## src/rtl/prog_sequencer_if.sv

```systemverilog
// Control/address bundle between the decoder/flag logic and the program
// counter sequencer.
//   en            advance enable (0 = stall)
//   branch        take relative branch by offset
//   jump          absolute jump to target
//   call          push pc+1, then jump to target
//   ret           pop return address into pc
//   target        absolute destination for jump/call
//   offset        two's-complement displacement for branch
//   pc            current fetch address (drives program memory)
//   sp            number of valid return-stack entries
//   fault         sticky stack-error flag
// master: decoder side; slave: sequencer side.
interface prog_sequencer_if #(
  parameter int ADDR_WIDTH  = 4,
  parameter int STACK_DEPTH = 4
);
  localparam int SP_W = $clog2(STACK_DEPTH + 1);

  logic                  en;
  logic                  branch;
  logic                  jump;
  logic                  call;
  logic                  ret;
  logic [ADDR_WIDTH-1:0] target;
  logic [ADDR_WIDTH-1:0] offset;
  logic [ADDR_WIDTH-1:0] pc;
  logic [SP_W-1:0]       sp;
  logic                  fault;

  modport master (
    output en, branch, jump, call, ret, target, offset,
    input  pc, sp, fault
  );

  modport slave (
    input  en, branch, jump, call, ret, target, offset,
    output pc, sp, fault
  );
endinterface

```

## src/rtl/prog_sequencer.sv

```systemverilog
// Program-counter sequencer with a hardware return-address stack.
// Each enabled cycle performs exactly one of ret > call > jump > branch >
// increment. Stack overflow/underflow halts the sequencer until reset.
// Ports:
//   clk    system clock, rising-edge
//   reset  asynchronous active-high reset (pc=0, sp=0, fault=0)
//   bus    prog_sequencer_if.slave: controls in, pc/sp/fault out
module prog_sequencer #(
  parameter int ADDR_WIDTH  = 4,
  parameter int STACK_DEPTH = 4
) (
  input  logic             clk,
  input  logic             reset,
  prog_sequencer_if.slave  bus
);
  localparam int SP_W  = $clog2(STACK_DEPTH + 1);
  localparam int IDX_W = (STACK_DEPTH > 1) ? $clog2(STACK_DEPTH) : 1;
  localparam logic [SP_W-1:0] SP_MAX = SP_W'(STACK_DEPTH);

  typedef enum logic {RUN = 1'b0, HALT = 1'b1} state_t;

  state_t                state_q, state_d;
  logic [ADDR_WIDTH-1:0] pc_q, pc_d;
  logic [SP_W-1:0]       sp_q, sp_d;
  logic [ADDR_WIDTH-1:0] stack_q [STACK_DEPTH];

  logic                  push;
  logic [ADDR_WIDTH-1:0] pc_inc;
  logic [IDX_W-1:0]      push_idx;
  logic [IDX_W-1:0]      pop_idx;

  assign pc_inc   = pc_q + ADDR_WIDTH'(1);
  assign push_idx = IDX_W'(sp_q);
  // Only consulted when sp_q > 0, so it never points past the top entry.
  assign pop_idx  = IDX_W'(sp_q - SP_W'(1));

  // State register: control only; stack data carries no reset.
  always_ff @(posedge clk or posedge reset) begin
    if (reset) begin
      state_q <= RUN;
      pc_q    <= '0;
      sp_q    <= '0;
    end else begin
      state_q <= state_d;
      pc_q    <= pc_d;
      sp_q    <= sp_d;
    end
  end

  always_ff @(posedge clk) begin
    if (push) begin
      stack_q[push_idx] <= pc_inc;
    end
  end

  // Next-state selection. A failed stack check moves to HALT and leaves
  // pc/sp untouched; in HALT everything stays frozen.
  always_comb begin
    state_d = state_q;
    pc_d    = pc_q;
    sp_d    = sp_q;
    push    = 1'b0;
    if (state_q == RUN && bus.en) begin
      if (bus.ret) begin
        if (sp_q == '0) begin
          state_d = HALT;
        end else begin
          pc_d = stack_q[pop_idx];
          sp_d = sp_q - SP_W'(1);
        end
      end else if (bus.call) begin
        if (sp_q == SP_MAX) begin
          state_d = HALT;
        end else begin
          push = 1'b1;
          sp_d = sp_q + SP_W'(1);
          pc_d = bus.target;
        end
      end else if (bus.jump) begin
        pc_d = bus.target;
      end else if (bus.branch) begin
        // Same-width add is the sign-extended displacement modulo 2^W.
        pc_d = pc_q + bus.offset;
      end else begin
        pc_d = pc_inc;
      end
    end
  end

  assign bus.pc    = pc_q;
  assign bus.sp    = sp_q;
  assign bus.fault = (state_q == HALT);
endmodule

```

## src/flat_wrapper.sv

```systemverilog
// flat-port wrapper written by rule: the top's interface ports become plain ports
module prog_sequencer_flat 
#(
  parameter int ADDR_WIDTH  = 4,
  parameter int STACK_DEPTH = 4
)
  (clk, reset, bus_en, bus_branch, bus_jump, bus_call, bus_ret, bus_target, bus_offset, bus_pc, bus_sp, bus_fault);
  prog_sequencer_if #(.ADDR_WIDTH(ADDR_WIDTH), .STACK_DEPTH(STACK_DEPTH)) bus_i ();
  input  logic clk;
  input  logic reset;
  input wire logic [$bits(bus_i.en)-1:0] bus_en;
  input wire logic [$bits(bus_i.branch)-1:0] bus_branch;
  input wire logic [$bits(bus_i.jump)-1:0] bus_jump;
  input wire logic [$bits(bus_i.call)-1:0] bus_call;
  input wire logic [$bits(bus_i.ret)-1:0] bus_ret;
  input wire logic [$bits(bus_i.target)-1:0] bus_target;
  input wire logic [$bits(bus_i.offset)-1:0] bus_offset;
  output wire logic [$bits(bus_i.pc)-1:0] bus_pc;
  output wire logic [$bits(bus_i.sp)-1:0] bus_sp;
  output wire logic [$bits(bus_i.fault)-1:0] bus_fault;
  assign bus_i.en = bus_en;
  assign bus_i.branch = bus_branch;
  assign bus_i.jump = bus_jump;
  assign bus_i.call = bus_call;
  assign bus_i.ret = bus_ret;
  assign bus_i.target = bus_target;
  assign bus_i.offset = bus_offset;
  assign bus_pc = bus_i.pc;
  assign bus_sp = bus_i.sp;
  assign bus_fault = bus_i.fault;
  prog_sequencer #(.ADDR_WIDTH(ADDR_WIDTH), .STACK_DEPTH(STACK_DEPTH)) u_core (.clk(clk), .reset(reset), .bus(bus_i));
endmodule
```

## config.mk

```make
export PLATFORM = sky130hd
export DESIGN_NAME = prog_sequencer_flat
export DESIGN_NICKNAME = d
export VERILOG_FILES = /design/src/rtl/prog_sequencer_if.sv /design/src/rtl/prog_sequencer.sv /design/src/flat_wrapper.sv
export SDC_FILE = /design/constraint.sdc
export NUM_CORES = 1
export LEC_CHECK = 0
export CAP_MARGIN = 5
export CORE_UTILIZATION = 35
export CTS_CLUSTER_DIAMETER = 80
export DETAILED_ROUTE_END_ITERATION = 16
export SETUP_SLACK_MARGIN = 0.4
export SLEW_MARGIN = 25
export SYNTH_ARGS = -nofsm -noshare
export SYNTH_HDL_FRONTEND = slang
export SYNTH_SLANG_ARGS = --single-unit
export TNS_END_PERCENT = 50
```

## constraint.sdc

```tcl
create_clock -name clk -period 2.5 [get_ports clk]
set_clock_uncertainty 0.15 [all_clocks]
set_input_delay 0.375 -clock clk [delete_from_list [all_inputs] [get_ports clk]]
set_output_delay 0.375 -clock clk [all_outputs]
set_load 0.1 [all_outputs]
```

Word-level counts from Yosys, hierarchy flattened

Memory sizes are Yosys's and may differ from the RTL's.
Cells that the tools add are included.

Latch bits: 0
Bits in read-only memories: 0
Memory bits (writable): 16
Memories kept: 1
Logic and storage cells: 41
Flip-flop bits (word level): 8

Memories:

| name           | depth | bits a word | read ports | clocked after memory_dff | write ports | RTL line             | RTL |
|---|---|---|---|---|---|---|---|
| u_core.stack_q | 4     | 4           | 1          | 0                        | 1           | prog_sequencer.sv:25 | `logic [ADDR_WIDTH-1:0] stack_q [STACK_DEPTH];` |

Bitwise operators: 1
Equality and inequality tests: 5
Add/subtract/negate cells: 4
Div/mod/pow operators: 0
Shifts and indexed selects: 0
Magnitude comparators: 0
Reductions and logical operators: 7
$mul: 0
Muxes and demuxes: 20

Operators with widths:

| operator              | count |
|---|---|
| $mux W4               | 6 |
| $mux W3               | 4 |
| $mux W1               | 10 |
| $reduce_and A4 Y1     | 2 |
| $add A4 B1 Y4 const B | 1 |
| $add A4 B4 Y4         | 1 |
| $ne A2 B2 Y1 const B  | 2 |
| $reduce_bool A2 Y1    | 2 |
| $add A3 B1 Y3 const B | 1 |
| $eq A3 B3 Y1 const B  | 1 |
| $logic_not A3 Y1      | 1 |
| $ne A3 B3 Y1 const B  | 1 |
| $reduce_and A3 Y1     | 1 |
| $sub A3 B1 Y3 const B | 1 |
| $ne A2 B1 Y1 const B  | 1 |
| $logic_and A1 B1 Y1   | 1 |
| $not A1 Y1            | 1 |

Depth between registers and ports, before layout

Gate-level depths: netlist of the first run.

Word-level depth: 7
Mapped depth: 8
Gate-level depth less buffers: 8

Least setup slack after synthesis of the first run

OpenSTA, ideal clock, no wires.

Path kind: register to register
Start point: reg u_core.pc_q[0], in the netlist u_core.bus.pc[0]
End point: reg u_core.pc_q[1], in the netlist u_core.bus.pc[1]
Path buffers: 0
Data required time: 2.221 ns
Clock period less this slack: 2.543 ns
Stages on the path, launching flop included: 9
Path slack: -0.043 ns
Data arrival time: 2.264 ns
Setup time: 0.129 ns
Path through: dfrtp_1 -> ha_1 -> inv_1 -> fa_1 -> inv_1 -> mux2i_1 -> a211oi_1 -> a211oi_1 -> a21oi_1

Cells in the longest elaborated chain, start to end: 5
Elaborated cells between the ends (all ways): 6

RTL lines:

| element                                               | RTL line                                   | RTL |
|---|---|---|
| from (decl)                                           | prog_sequencer.sv:23                       | `logic [ADDR_WIDTH-1:0] pc_q, pc_d;` |
| from (signal assigned)                                | prog_sequencer.sv:45                       | `pc_q <= pc_d;` |
| $add A4 B1 Y4 / $add A4 B4 Y4 (equally long branches) | prog_sequencer.sv:32, prog_sequencer.sv:83 |  |
| $mux W4 *                                             | prog_sequencer.sv:81                       | `end else if (bus.branch) begin` |
| $mux W4 *                                             | prog_sequencer.sv:79                       | `end else if (bus.jump) begin` |
| $mux W4 *                                             | prog_sequencer.sv:71                       | `end else if (bus.call) begin` |
| $mux W4 *                                             | prog_sequencer.sv:64                       | `if (bus.ret) begin` |

Mark *: on every way between the ends. The rest lies on a longest branch, timed or not.
A chain may end at the register's enable or synchronous reset.

Final worst setup path of the first run

Start point: reg u_core.pc_q[0], in the netlist u_core.bus.pc[0]
End point: reg u_core.pc_q[3], in the netlist u_core.bus.pc[3]

Same word-level chain as after synthesis.

==> results.json, run 1 <==
{
  "outcome": "finished clean",
  "viasPerCell": 4.91,
  "p_per_area_mw_per_mm2": 1310,
  "setup_viol": 0,
  "netlist_top_cells_area": "edfxtp_1, dfrtp_1, ha_1, mux4_1, mux4_2",
  "start_util_pct": 37.9,
  "finalCritPeriodShare_pct": 80.4,
  "final_max_slew_viol_count": 0,
  "avgRoutedWirePerCell_um": 14.8,
  "path_delay_family": "compound AO/OA/AOI/OAI gates",
  "drtIter0Drc": 69,
  "final_util_pct": 47.9,
  "rsz0062_at_grt": "no",
  "arrival_ns": 2.01,
  "seq_area_frac_synth_pct": 51.8,
  "core_mm2": 0.00347,
  "path_cells": "ha_2 > buf_4 > a21o_1 > a21oi_1 > xnor2_1 > a311oi_1 > o31ai_1",
  "cts.path.max_buffers": 2,
  "grt_max_degree": 15,
  "synth-async-reset-ratio_pct": 33.3,
  "num-nets-final": 155,
  "hold_buffers": 0,
  "synth_top_area_share_pct": 36.5,
  "cts_sinks": 24,
  "die_area_mm2": 0.00401,
  "cp-start-kind": "flop",
  "leakage_uw": 0.000665,
  "synth-main-ff-cell": "edfxtp_1",
  "fp.dieW_um": 63.3,
  "fmax_ghz": 0.498,
  "critPathMaxFanout": 6,
  "yosys-top-cells-count": "edfxtp_1, inv_1, ha_1",
  "whs_ns": 0.215,
  "critPathRequiredTime_ns": 2.50,
  "criticalPathCategory": "reg2reg",
  "antenna_found_initial": 0,
  "fin_setup_tns_ns": 0,
  "synth_top_area_cell": "edfxtp_1",
  "drc": 0,
  "die_h_um": 63.3,
  "io_buffers": 22,
  "dp_hpwl_um": 1970,
  "crit_path_end_kind": "flop",
  "ys_seq_elements": 24,
  "syn2layout_area_growth_pct": 26.4,
  "cts_tree": "built",
  "post_synth_num_cell_types": 32,
  "cts-buffers-inserted": 3,
  "via_count": 859,
  "cts_max_level": 1,
  "ir_drop_uv": 492,
  "layout-drive-gt1-share_pct": 20.2,
  "syn_nets": 129,
  "gp_congestion": 0.754,
  "yosysMostFrequentCell": "edfxtp_1",
  "critPathBufInv": 1,
  "synth-edff-count": 16,
  "clk_latency_ns": 0.27,
  "fillers": 306,
  "ys_warn_count": 0,
  "fin_total_pwr_uw": 2180,
  "worstMarginPinSlew_ns": 0.493,
  "grt_usage_pct": 14.9,
  "grt_pass1_vias": 850,
  "hp-class": "in2async",
  "maxCapViolCount": 0,
  "grt_pass1_wl_um": 4470,
  "n_antenna_cell": 0,
  "num_rows": 21,
  "max_stage_delay_ns": 0.52,
  "finalCriticalPeriod_ns": 2.01,
  "crit_path_top_delay_cell": "dfrtp_4",
  "slew_headroom_pct": 66.9,
  "root_buffer": "clkbuf_8",
  "syn_area_mm2": 0.00132,
  "clkTransAtPathRegs_ns": 0.09,
  "finalHoldViolations": 0,
  "avgSynthCellArea_um2": 12.6,
  "syn_inst": 104,
  "gr-total-overflow": 0,
  "first_pass_iters": 4,
  "ant_nets": 0,
  "routed_wl_um": 2600,
  "pin_count": 23
}
kinds of logic (layout without fill, tap and decap cells):
logic type,after synthesis,count (layout),share of synthesized area (%)
multiplexers,7,7,9.80
XOR/XNOR,9,9,5.99
flip-flops,24,24,51.8
AO/OA/AOI/OAI,22,22,10.8
AND/OR/NAND/NOR,19,19,7.23
adder cells (fa/ha/maj),10,10,10.1
buffers and inverters,13,38,4.38
state kept, by name, indices dropped and copies added (netlist names):
signal,flops
u_core.bus.sp,3
u_core.bus.fault,1
u_core.stack_q,16
u_core.bus.pc,4
worst paths after layout:
path | cells after the start | startpoint | endpoint | slack (ns)
hold / removal | 2 | reset | u_core.bus.fault | 0.22
min in group clk | 1 | u_core.bus.fault | u_core.bus.fault | 0.37
hold reg to reg | 1 | u_core.bus.fault | u_core.bus.fault | 0.37
setup reg to reg | 7 | u_core.bus.pc[0] | u_core.bus.pc[3] | 0.49
max in group asynchronous | 2 | reset | u_core.bus.pc[0] | 1.69
setup / recovery | 7 | u_core.bus.pc[0] | u_core.bus.pc[3] | 0.49
worst reg2reg max path, stage by stage (launching register included):
cell and delay (ns):
dfrtp_4 0.52, ha_2 0.20, buf_4 0.12, a21o_1 0.16, a21oi_1 0.20, xnor2_1 0.10
a311oi_1 0.33, o31ai_1 0.12
report_power, final:
group          total (uW)  switching (uW)  leakage (uW)  internal, uW
Combinational        1160             792      0.000398           366
Sequential            685             111      0.000232           574
Clock                 341             127     0.0000357           214
final cells by class:
class                   instances  area [um^2]  share of cell area (%)
clock buffers                   3         41.3                    2.48
clock inverters                 1         30.0                    1.81
well taps                      46         57.6                    3.46
repair buffers                 24          218                    13.1
flip-flops and latches         24          692                    41.6
multi-input cells              67          586                    35.2
inverters                      10         37.5                    2.26
placed cells by master, fill, tap and decap left out, types with 2 or more instances in the layout:
cell	synthesis	final
a211oi_1	4	3
nand2_1	5	5
and2_1	4	3
dfrtp_4	0	2
nor2_1	5	5
clkdlybuf4s50_1	0	13
dfrtp_1	8	3
mux4_2	2	2
xor2_1	4	4
o21ai_0	4	4
edfxtp_1	16	16
mux2i_1	2	2
clkbuf_8	0	3
buf_4	0	10
ha_1	9	8
a21oi_1	7	7
mux4_1	2	2
dfrtp_2	0	3
xnor2_1	5	5
inv_1	10	10
stage by stage:
step	std cells	worst slack, ns	cell area, um^2
finish	175	0.491	1660
global route	175	0.408	1660
CTS	174	0.428	1640
detailed placement	170	0.147	1570
global placement	170	0.170	1570
floorplan	104	0.349	1330
timing repair:
item / in CTS / in global routing
setup buffers: 0 / 1
endpoints found under the setup margin: 0 / 6
gates resized for setup: 0 / 4
hold endpoints to repair: 0 / 0
metal layers:
layer | global-route usage (%) | wire [um] | up-vias
li1 | - | - | 427
met5 | 0 | 0 | -
met2 | 22.0 | 1110 | 19
met4 | 4.26 | 33 | 0
met1 | 21.9 | 1350 | 408
met3 | 3.08 | 109 | 5
No activity file was read; power rests on OpenSTA's default activity.
==> run 2: changes to the inputs <==
- clock period: 2.5 -> 1.95 ns (I/O delays scaled with it)
==> results.json, run 2 (synthesis gave the netlist of run 1 again) <==
{
  "slew_headroom_pct": 75.8,
  "first_pass_iters": 4,
  "dp_hpwl_um": 2000,
  "layout_setup_ws_ns": 0.138,
  "grt_pass1_wl_um": 4640,
  "cts-buffers-inserted": 3,
  "crit_path_end_kind": "flop",
  "criticalPathCategory": "reg2reg",
  "io_buffers": 22,
  "cts_max_level": 1,
  "regMostFlops": "u_core.stack_q",
  "leakage_uw": 0.000765,
  "outcome": "finished clean",
  "critPathRequiredTime_ns": 1.96,
  "p_per_area_mw_per_mm2": 1750,
  "clkTransAtPathRegs_ns": 0.09,
  "rsz0062_at_grt": "yes",
  "cp-start-kind": "flop",
  "layout_commonest_cell": "edfxtp_1",
  "avgRoutedWirePerCell_um": 14.8,
  "die_h_um": 63.3,
  "largest_register_ffs": 16,
  "grt_max_degree": 15,
  "hp-class": "in2async",
  "maxCapViolCount": 0,
  "n_antenna_cell": 0,
  "clk_latency_ns": 0.27,
  "fp.dieW_um": 63.3,
  "arrival_ns": 1.82,
  "preCtsSetupSlack_ns": -0.258,
  "fmax_ghz": 0.552,
  "syn2layout_area_growth_pct": 47.7,
  "antenna_found_initial": 0,
  "num-nets-final": 168,
  "drc": 0,
  "final_util_pct": 56.0,
  "ir_drop_uv": 701,
  "grt_pass1_vias": 923,
  "finalCriticalPeriod_ns": 1.81,
  "cts_sinks": 24,
  "cts_tree": "built",
  "via_count": 892,
  "grt_usage_pct": 15.9,
  "hold_buffers": 0,
  "critPathMaxFanout": 2,
  "routed_wl_um": 2780,
  "setup_viol": 0,
  "final_max_slew_viol_count": 0,
  "start_util_pct": 37.9,
  "viasPerCell": 4.74,
  "num_rows": 21,
  "ant_nets": 0,
  "drtIter0Drc": 60,
  "layout-drive-gt1-share_pct": 40.1,
  "pin_count": 23,
  "die_area_mm2": 0.00401,
  "finalCritPeriodShare_pct": 92.9,
  "final_cell_mix": "edfxtp_1, buf_4, clkdlybuf4s50_1, buf_12",
  "finalHoldViolations": 0,
  "core_mm2": 0.00347,
  "cts.path.max_buffers": 2,
  "root_buffer": "clkbuf_8",
  "gr-total-overflow": 0,
  "whs_ns": 0.130,
  "gp_congestion": 0.752,
  "worstMarginPinSlew_ns": 0.363
}
==> run 2: cell count changes in the layout (fill, tap and decap cells not counted), sizes merged <==
cell,delta
clkdlybuf4s50,-1
dlymetal6s2s,-1
dlygate4sd2,+2
buf,+13
==> run 2: worst paths after layout <==
path / endpoint / from / slack [ns] / cells after the start
max: u_core.bus.pc[1] / u_core.bus.pc[0] / 0.14 / 8
min: u_core.bus.pc[0] / reset / 0.13 / 2
max reg2reg: u_core.bus.pc[1] / u_core.bus.pc[0] / 0.14 / 8
min reg2reg: u_core.bus.sp[2] / u_core.bus.sp[2] / 0.42 / 1
max in group asynchronous: u_core.bus.pc[2] / reset / 1.22 / 2
min in group clk: u_core.bus.sp[2] / u_core.bus.sp[2] / 0.42 / 1
==> run 2: metrics by stage <==
step                total power (uW)  setup TNS [ns]  instances  area [um^2]
global route                    3600               0        188         1940
finish                          3410               0        188         1940
detailed placement              2820          -0.638        176         1790
floorplan                       2140          -0.101        104         1400
CTS                             3400               0        187         1930
global placement                2790          -0.606        176         1790
==> run 2: worst max-delay path, stage by stage, from the launching register on <==
cell and delay (ns):
dfrtp_4 0.43, ha_4 0.13, inv_2 0.03, fa_1 0.47, inv_1 0.04, mux2i_1 0.15
a211oi_2 0.08, a211oi_1 0.16, a21oi_1 0.06
==> run 2: cell type report <==
| class | instances | area [um^2] |
|---|---|---|
| fill | 289 | 1530 |
| sequential | 24 | 702 |
| multi-input combinational | 67 | 658 |
| timing repair buffer | 37 | 410 |
| tap | 46 | 57.6 |
| inverter | 10 | 42.5 |
| clock buffer | 3 | 41.3 |
| clock inverter | 1 | 30.0 |
==> run 2: layer usage <==
metal	up-vias	share of wire [%]	global-route usage (%)
met3	2	4.3	3.62
met1	417	48	21.5
met2	24	47	24.3
met4	0	0.97	6.82
met5	-	0	0
li1	449	-	-
==> run 2: repair_timing <==
item	in CTS	in global routing
buffers inserted	7	1
pin swaps	6	3
resized for setup	8	4
endpoints found under the setup margin	24	31
==> run 2: report_power, final <==
group          internal [uW]  switching, uW  total, uW
Sequential               753            140        893
Combinational            912           1160       2080
Clock                    274            162        436
Total                   1940           1470       3410
==> run 3: changes to the inputs <==
- CORE_MARGIN: unset -> 4
- REMOVE_ABC_BUFFERS: unset -> 1
==> results.json, run 3 (synthesis gave the netlist of run 1 again) <==
{
  "maxCapViolCount": 0,
  "cts_max_level": 1,
  "grt_usage_pct": 13.2,
  "cp-start-kind": "flop",
  "crit_path_end_kind": "flop",
  "ir_drop_uv": 939,
  "grt_use_met2_pct": 21.4,
  "grt_pass1_wl_um": 5030,
  "layout_commonest_cell": "buf_4",
  "n_antenna_cell": 0,
  "outcome": "finished clean",
  "start_util_pct": 36.2,
  "setup_viol": 0,
  "finalHoldViolations": 0,
  "largest_register_ffs": 16,
  "via_count": 949,
  "clkTransAtPathRegs_ns": 0.09,
  "die_area_mm2": 0.00480,
  "dp_hpwl_um": 2200,
  "fmax_ghz": 0.535,
  "antenna_found_initial": 0,
  "final_max_slew_viol_count": 0,
  "fin_setup_tns_ns": 0,
  "core_mm2": 0.00363,
  "dp_cells": 186,
  "first_pass_iters": 4,
  "critPathRequiredTime_ns": 1.96,
  "crit_top_cell": "a211oi_1",
  "regMostFlops": "u_core.stack_q",
  "final_util_pct": 53.3,
  "fin_total_pwr_uw": 3400,
  "num_rows": 22,
  "arrival_ns": 1.87,
  "viasPerCell": 4.87,
  "layout-drive-gt1-share_pct": 34.7,
  "grt_max_degree": 15,
  "finalCritPeriodShare_pct": 95.9,
  "cts_tree": "built",
  "cts.path.max_buffers": 2,
  "gr-total-overflow": 0,
  "avgRoutedWirePerCell_um": 15.2,
  "hold_buffers": 0,
  "root_buffer": "clkbuf_8",
  "met1_usage_pct": 16.1,
  "path_cells": "ha_2 > inv_2 > fa_1 > inv_1 > mux2i_1 > a211oi_1 > a211oi_1 > a21oi_1",
  "gp_congestion": 0.778,
  "crit_path_top_delay_cell": "fa_1",
  "critPathMaxFanout": 2,
  "criticalPathCategory": "reg2reg",
  "finalCriticalPeriod_ns": 1.87,
  "drtIter0Drc": 37,
  "max_stage_delay_ns": 0.50,
  "leakage_uw": 0.000801,
  "globalRouteMet3Util_pct": 3.48,
  "cts_sinks": 24,
  "finalNonFillerCells": 195,
  "hp-class": "in2async",
  "whs_ns": 0.122,
  "rsz0062_at_grt": "yes",
  "fp.dieW_um": 69.3,
  "num-nets-final": 173,
  "cts-buffers-inserted": 3,
  "grt_pass1_vias": 1025,
  "final_cell_mix": "buf_4, edfxtp_1, clkdlybuf4s50_1, buf_12, dfrtp_1",
  "drc": 0,
  "clk_latency_ns": 0.27,
  "p_per_area_mw_per_mm2": 1760,
  "syn2layout_area_growth_pct": 47.3,
  "worstMarginPinSlew_ns": 0.346,
  "ant_nets": 0,
  "routed_wl_um": 2970,
  "slew_headroom_pct": 76.9,
  "io_buffers": 22,
  "gr-max-usage-layer": "met2",
  "pin_count": 23,
  "reg2regPathDepth": 8,
  "die_h_um": 69.3
}
[run 3: what timing repair did]
item	in CTS	in global routing
resized for setup	18	8
endpoints found under the setup margin	22	23
cloned	0	0
buffers inserted	4	1
pin swaps	12	4
[run 3: stage by stage]
stage	cell area, um^2	setup WS [ns]
CTS	1900	0.0684
global placement	1770	-0.261
global route	1940	-0.0365
detailed placement	1770	-0.350
floorplan	1290	-0.645
finish	1940	0.0806
[run 3: critical path, delay by kind of cell (launching register included)]
kind	cells	cell delay, ns
adder cells (fa/ha/maj)	2	0.69
AO/OA/AOI/OAI	3	0.36
buffers and inverters	2	0.08
flip-flops	1	0.36
multiplexers	1	0.13
[run 3: layer usage]
metal | vias to the layer above | share of wire, %
met5 | - | 0
met4 | 0 | 2.8
met3 | 9 | 5.5
met2 | 27 | 49
met1 | 452 | 43
li1 | 461 | -
[run 3: area by class of cell]
type,count,area [um^2]
Multi-Input combinational cell,67,633
Timing Repair Buffer,42,454
Tap cell,48,60.1
Sequential cell,24,681
Inverter,10,37.5
Clock buffer,3,41.3
Clock inverter,1,30.0
Fill cell,323,1700
[run 3: final timing paths]
kind                                         end             start  slack [ns]
min in group clk                u_core.bus.pc[1]  u_core.bus.pc[1]        0.47
worst min-delay path            u_core.bus.fault             reset        0.12
worst max-delay path            u_core.bus.pc[1]  u_core.bus.pc[0]        0.08
worst min register to register  u_core.bus.pc[1]  u_core.bus.pc[1]        0.47
max in group asynchronous       u_core.bus.pc[1]             reset        1.28
worst max register to register  u_core.bus.pc[1]  u_core.bus.pc[0]        0.08
[run 3: power breakdown]
| group | internal (uW) | leakage (uW) | switching (uW) |
|---|---|---|---|
| Sequential | 715 | 0.000236 | 94.1 |
| Clock | 275 | 0.0000357 | 166 |
| Combinational | 948 | 0.000529 | 1210 |
